`config.mk`:
```
export PLATFORM = sky130hd
export DESIGN_NAME = spi_rx_buffer
export DESIGN_NICKNAME = d
export VERILOG_FILES = /design/src/rtl/spi_pkg.sv /design/src/rtl/spi_sync_fifo.sv /design/src/rtl/spi_rx_buffer.sv
export SDC_FILE = /design/constraint.sdc
export NUM_CORES = 1
export LEC_CHECK = 0
export BUFFER_PORTS_ARGS = -buffer_cell sky130_fd_sc_hd__clkbuf_2
export CAP_MARGIN = 0
export CORE_MARGIN = 1.5
export CORE_UTILIZATION = 40
export DETAILED_ROUTE_END_ITERATION = 7
export GPL_TIMING_DRIVEN = 0
export SLEW_MARGIN = 20
export SYNTH_ARGS = -nofsm -noshare
export SYNTH_HDL_FRONTEND = slang
export SYNTH_SLANG_ARGS = --single-unit
```
`constraint.sdc`:
```
create_clock -name clk -period 6.14 [get_ports clk]
set_input_delay 0.307 -clock clk [delete_from_list [all_inputs] [get_ports clk]]
set_output_delay 0.307 -clock clk [all_outputs]
set_load 0.005 [all_outputs]
```
`src/rtl/spi_pkg.sv`:
```
// Shared SPI definitions: byte width and byte type common to spi_top and its buffers.
package spi_pkg;

  localparam int unsigned SPI_BYTE_W = 8;

  typedef logic [SPI_BYTE_W-1:0] spi_byte_t;

endpackage

```
`src/rtl/spi_sync_fifo.sv`:
```
// Generic single-clock FIFO with wrap-bit pointers, registered count and
// combinational head read. Storage is cleared on reset so the head reads zero.
module spi_sync_fifo #(
  parameter int unsigned DEPTH  = 4,
  parameter int unsigned DATA_W = 8
) (
  input  logic                         clk,
  input  logic                         rst,
  input  logic                         push,
  input  logic                         pop,
  input  logic [DATA_W-1:0]            wdata,
  output logic [DATA_W-1:0]            rdata,
  output logic [$clog2(DEPTH+1)-1:0]   count,
  output logic                         full,
  output logic                         empty
);

  localparam int unsigned AW = $clog2(DEPTH);
  localparam int unsigned PW = AW + 1;
  localparam int unsigned CW = $clog2(DEPTH + 1);

  logic [PW-1:0]     wr_ptr;
  logic [PW-1:0]     rd_ptr;
  logic [DATA_W-1:0] mem [DEPTH];
  logic              push_ok;
  logic              pop_ok;

  // A pop in the same cycle frees the slot a push into a full FIFO needs.
  assign pop_ok  = pop & ~empty;
  assign push_ok = push & (~full | pop_ok);

  assign empty = (wr_ptr == rd_ptr);
  assign full  = (wr_ptr[AW-1:0] == rd_ptr[AW-1:0]) && (wr_ptr[AW] != rd_ptr[AW]);
  assign rdata = mem[rd_ptr[AW-1:0]];

  always_ff @(posedge clk or negedge rst) begin
    if (!rst) begin
      wr_ptr <= '0;
      rd_ptr <= '0;
      count  <= '0;
      for (int i = 0; i < int'(DEPTH); i++) mem[i] <= '0;
    end else begin
      if (push_ok) begin
        mem[wr_ptr[AW-1:0]] <= wdata;
        wr_ptr              <= wr_ptr + PW'(1);
      end
      if (pop_ok) rd_ptr <= rd_ptr + PW'(1);
      case ({push_ok, pop_ok})
        2'b10:   count <= count + CW'(1);
        2'b01:   count <= count - CW'(1);
        default: count <= count;
      endcase
    end
  end

endmodule

```
`src/rtl/spi_rx_buffer.sv`:
```
// Receive buffer behind spi_top: captures one byte per rising edge of done,
// queues it in a FIFO and serves it on a valid/ready stream with sticky overflow.
module spi_rx_buffer
  import spi_pkg::*;
#(
  parameter int unsigned DATA_W = SPI_BYTE_W,
  parameter int unsigned DEPTH  = 4
) (
  input  logic                         clk,
  input  logic                         rst,
  input  logic [DATA_W-1:0]            rx_data,
  input  logic                         rx_done,
  output logic [DATA_W-1:0]            m_data,
  output logic                         m_valid,
  input  logic                         m_ready,
  output logic [$clog2(DEPTH+1)-1:0]   count,
  output logic                         full,
  output logic                         overflow,
  input  logic                         ovf_clr
);

  logic done_q;
  logic capture;
  logic pop;
  logic drop;
  logic empty;

  assign capture = rx_done & ~done_q;
  assign pop     = m_valid & m_ready;
  assign drop    = capture & full & ~pop;
  assign m_valid = ~empty;

  spi_sync_fifo #(
    .DEPTH  (DEPTH),
    .DATA_W (DATA_W)
  ) u_fifo (
    .clk   (clk),
    .rst   (rst),
    .push  (capture),
    .pop   (pop),
    .wdata (rx_data),
    .rdata (m_data),
    .count (count),
    .full  (full),
    .empty (empty)
  );

  // Edge detect on done and sticky drop flag; a drop beats a same-cycle clear.
  always_ff @(posedge clk or negedge rst) begin
    if (!rst) begin
      done_q   <= 1'b0;
      overflow <= 1'b0;
    end else begin
      done_q <= rx_done;
      if (drop)         overflow <= 1'b1;
      else if (ovf_clr) overflow <= 1'b0;
    end
  end

endmodule
```
==> impl_metrics.csv <==
group,metric,value,unit
logic_synthesis,synthXorXnorAreaFrac,5.143,%
logic_synthesis,yosys-top-cells-area,"dfrtp_1 50%, mux2_2 18%, mux4_2 8.4%",
placement,dp_hpwl,2707,um
sta,period_share,45.56,%
cells_and_area,fin_util,47.44,%
global_route,grtUsageTotal,14.58,%
routing,avgRoutedWirePerCell,15.99,um
power_and_ir_drop,p_per_area,538.3,nW/um2
logic_synthesis,ys_seq_area_share,50.26,%
logic_synthesis,synth.top_cell.area_share,50.26,%
die,rows,26,
die,die_width,76.16,um
worst_setup_path,slowest_stage,"xor2_2",
worst_setup_path,critical_path.max_stage_delay,0.62,ns
worst_setup_path,r2r-start,"u_fifo.rd_ptr[1]",
routing,drt_wl_total,3838,um
status,status,"complete, no violations",
die,die_y,76.16,um
sta,skew,0.005332,ns
cells_and_area,area_growth,13.91,%
global_route,grt_pass1_wl,6458,um
placement,port_buffers,25,
logic_synthesis,avgSynthCellArea,15.63,um2
die,ios,27,
cts,cts_sinks,43,
cts,post_cts_resized,0,
power_and_ir_drop,p_int,827.4,uW
worst_setup_path,path_class,"flip-flop to flip-flop",
cts,cts_buffers,5,
global_route,antenna_found_initial,0,
worst_hold_path,min_path_type,"input pin to asynchronous set/reset pin",
worst_setup_path,arrival,3.01,ns
power_and_ir_drop,combPwrFrac,47.8,%
worst_setup_path,path_max_fanout,10,
sta,max_freq,0.3575,GHz
placement,pre_cts_ws,3.351,ns
routing,detail-route-antenna-nets,0,
power_and_ir_drop,peakVddDrop,0.0002483,V
routing,dr.pass1.iters,4,
placement,gp_congestion,0.6311,
global_route,overflow,0,
global_route,grt_pass1_vias,1341,
power_and_ir_drop,clockPowerShare,13.4,%
worst_setup_path,path_cells,"clkbuf_2 > xor2_2 > o31ai_1 > inv_1 > ha_1 > inv_1 > fa_1 > xor2_1 > nor2_1 > xor2_1",
cts,cts_tree,"done",
worst_setup_path,end_kind,"flip-flop",
logic_synthesis,synth_nets,157,
power_and_ir_drop,leakagePower,0.001089,uW
run,drv_cap,0,
sta,relSlewSlack,37.20,%
logic_synthesis,synth_compound_area_share,7.481,%
worst_setup_path,crit_required,6.35,ns
cts,clockRootBuffer,"clkbuf_8",
worst_setup_path,rr_endpoint,"u_fifo.count[2]",
cells_and_area,drive_gt1_share,50.00,%
cts,post_cts_buffers,0,
routing,drt_iter0_drc,37,
power_and_ir_drop,swShare,36.97,%
logic_synthesis,synth-seq-cells,43,
cells_and_area,nets,189,
cts,cts_max_level,2,
cells_and_area,fillers,470,
sta,hold_viol,0,
logic_synthesis,synthAdderAreaFrac,4.442,%
cts,postCtsHoldBufs,0,
cts,insertion_delay,0.29,ns
power_and_ir_drop,seq_power_share,38.8,%
worst_setup_path,crit_path_start_kind,"flip-flop",
cts,clk_pin_slew_worst_paths,0.08,ns
die,start_util,41.65,%
logic_synthesis,ys_warn_count,0,
die,floorplan.die_area,5800,um2
sta,layout_setup_ws,3.343,ns
sta,rsz0062_at_grt,"false",
logic_synthesis,netlist_area,2141,um2
logic_synthesis,yosys.area.top_type,"dfrtp_1",
sta,min_period,2.797,ns
worst_setup_path,rrSetupSlack,3.34,ns
routing,viasPerCell,5.046,
power_and_ir_drop,netSwitchingPower,485.3,uW
logic_synthesis,synth_cell_types,27,
global_route,grt_max_degree,44,
logic_synthesis,yosys.area_share.simple,3.565,%
sta,setup-tns-final,0,ns
cells_and_area,diodes,0,
sta,tightest_slew,0.9421,ns
sta,finalSetupViolations,0,
routing,drc,0,
routing,num_vias,1211,
logic_synthesis,synth_top_family_by_area,"multiplexers",
logic_synthesis,muxShareOfSynthArea,26.77,%
logic_synthesis,synthCells,137,
cts,cts_buffer_depth,2,
sta,slew_violations,0,
worst_setup_path,r2r_cells,10,
die,core_area,5140,um2
routing by layer:
| metal | track usage, % | vias to the layer above | share of wire [%] |
|---|---|---|---|
| met5 | 0 | - | 0 |
| met4 | 6.111 | 0 | 1.5 |
| met3 | 4.311 | 5 | 3.6 |
| met2 | 24.86 | 22 | 52 |
| met1 | 17.19 | 622 | 43 |
| li1 | - | 562 | - |
critical path, delay by kind of cell, from the launching register on:
kind,cells,cell delay [ns]
buffers and inverters,3,0.50
AND/OR/NAND/NOR,1,0.12
XOR/XNOR,3,0.93
AO/OA/AOI/OAI,1,0.26
flip-flops,1,0.35
adder cells (fa/ha/maj),2,0.57
how the worst max path moves through the flow:
stage          depth (start not counted)             start  slack (ns)              end
6_report                              10  u_fifo.rd_ptr[1]        3.34  u_fifo.count[2]
5_1_grt                               10  u_fifo.rd_ptr[1]        3.16  u_fifo.count[2]
4_1_cts                               10  u_fifo.rd_ptr[1]        3.32  u_fifo.count[2]
3_5_place_dp                          10  u_fifo.rd_ptr[1]        3.35  u_fifo.count[2]
3_3_place_gp                          10  u_fifo.rd_ptr[1]        3.40  u_fifo.count[2]
2_1_floorplan                         10  u_fifo.rd_ptr[0]        3.68  u_fifo.count[2]
synth_stat cells:
cell type / number
fa_1: 1
o2111ai_1: 1
xor2_1: 3
mux4_2: 8
mux2_2: 34
or2_2: 1
xor2_2: 2
a32o_1: 1
nor2b_1: 1
ha_1: 6
buf_4: 1
dfrtp_1: 43
and3b_1: 4
nor2_1: 2
nand2_1: 3
buf_1: 1
xnor2_2: 1
xnor2_1: 4
o211ai_1: 1
inv_1: 9
mux2i_1: 1
nand3_1: 1
o41ai_2: 1
o41ai_4: 4
o31ai_1: 1
clkbuf_2: 1
nor3_1: 1
cell type report:
class	count	area, um2	area share, %
Sequential cell	43	1076	44.13
Multi-Input combinational cell	82	1015	41.61
Timing Repair Buffer	25	125.1	5.131
Tap cell	70	87.58	3.592
Clock buffer	6	72.57	2.976
Inverter	9	33.78	1.385
Buffer	3	16.27	0.6670
Clock inverter	2	12.51	0.5131
power groups by stage:
stage | sequential (uW) | clock, uW | combinational [uW]
after floorplan | 491 | 0 | 476
after global placement | 499 | 0 | 612
after detailed placement | 516 | 0 | 638
after CTS | 510 | 182 | 640
after global routing | 528 | 196 | 689
final | 510 | 176 | 627
metrics by stage:
step	instances	area, um2	total power [uW]	hold slack (ns)
finish	240	2439	1313	0.1529
global route	240	2439	1412	0.1748
CTS	240	2439	1333	0.1638
detailed placement	232	2354	1154	0.4576
global placement	232	2354	1111	0.4551
floorplan	137	2141	967.1	0.01141
cell usage in the layout, fill, tap and decap left out, types with 2 or more instances in the layout:
| cell type | instances |
|---|---|
| mux4_2 | 8 |
| inv_1 | 9 |
| xor2_1 | 3 |
| dfrtp_1 | 43 |
| o41ai_4 | 4 |
| and3b_1 | 4 |
| xnor2_1 | 4 |
| mux2_2 | 34 |
| clkbuf_8 | 5 |
| nand2_1 | 3 |
| nor2_1 | 2 |
| ha_1 | 6 |
| xor2_2 | 2 |
| clkbuf_2 | 25 |
logic make-up after synthesis:
family	after synthesis
xor+xnor	10
fa+ha+maj	7
compound gates	9
mux	43
buf+inv	12
simple gates	13
flops	43
sequential cells by signal, indices dropped and copies added (netlist names):
| signal | count |
|---|---|
| u_fifo.mem | 32 |
| u_fifo.wr_ptr | 3 |
| done_q | 1 |
| u_fifo.rd_ptr | 3 |
| u_fifo.count | 3 |
| overflow | 1 |
(Power assumes the default switching activity.)
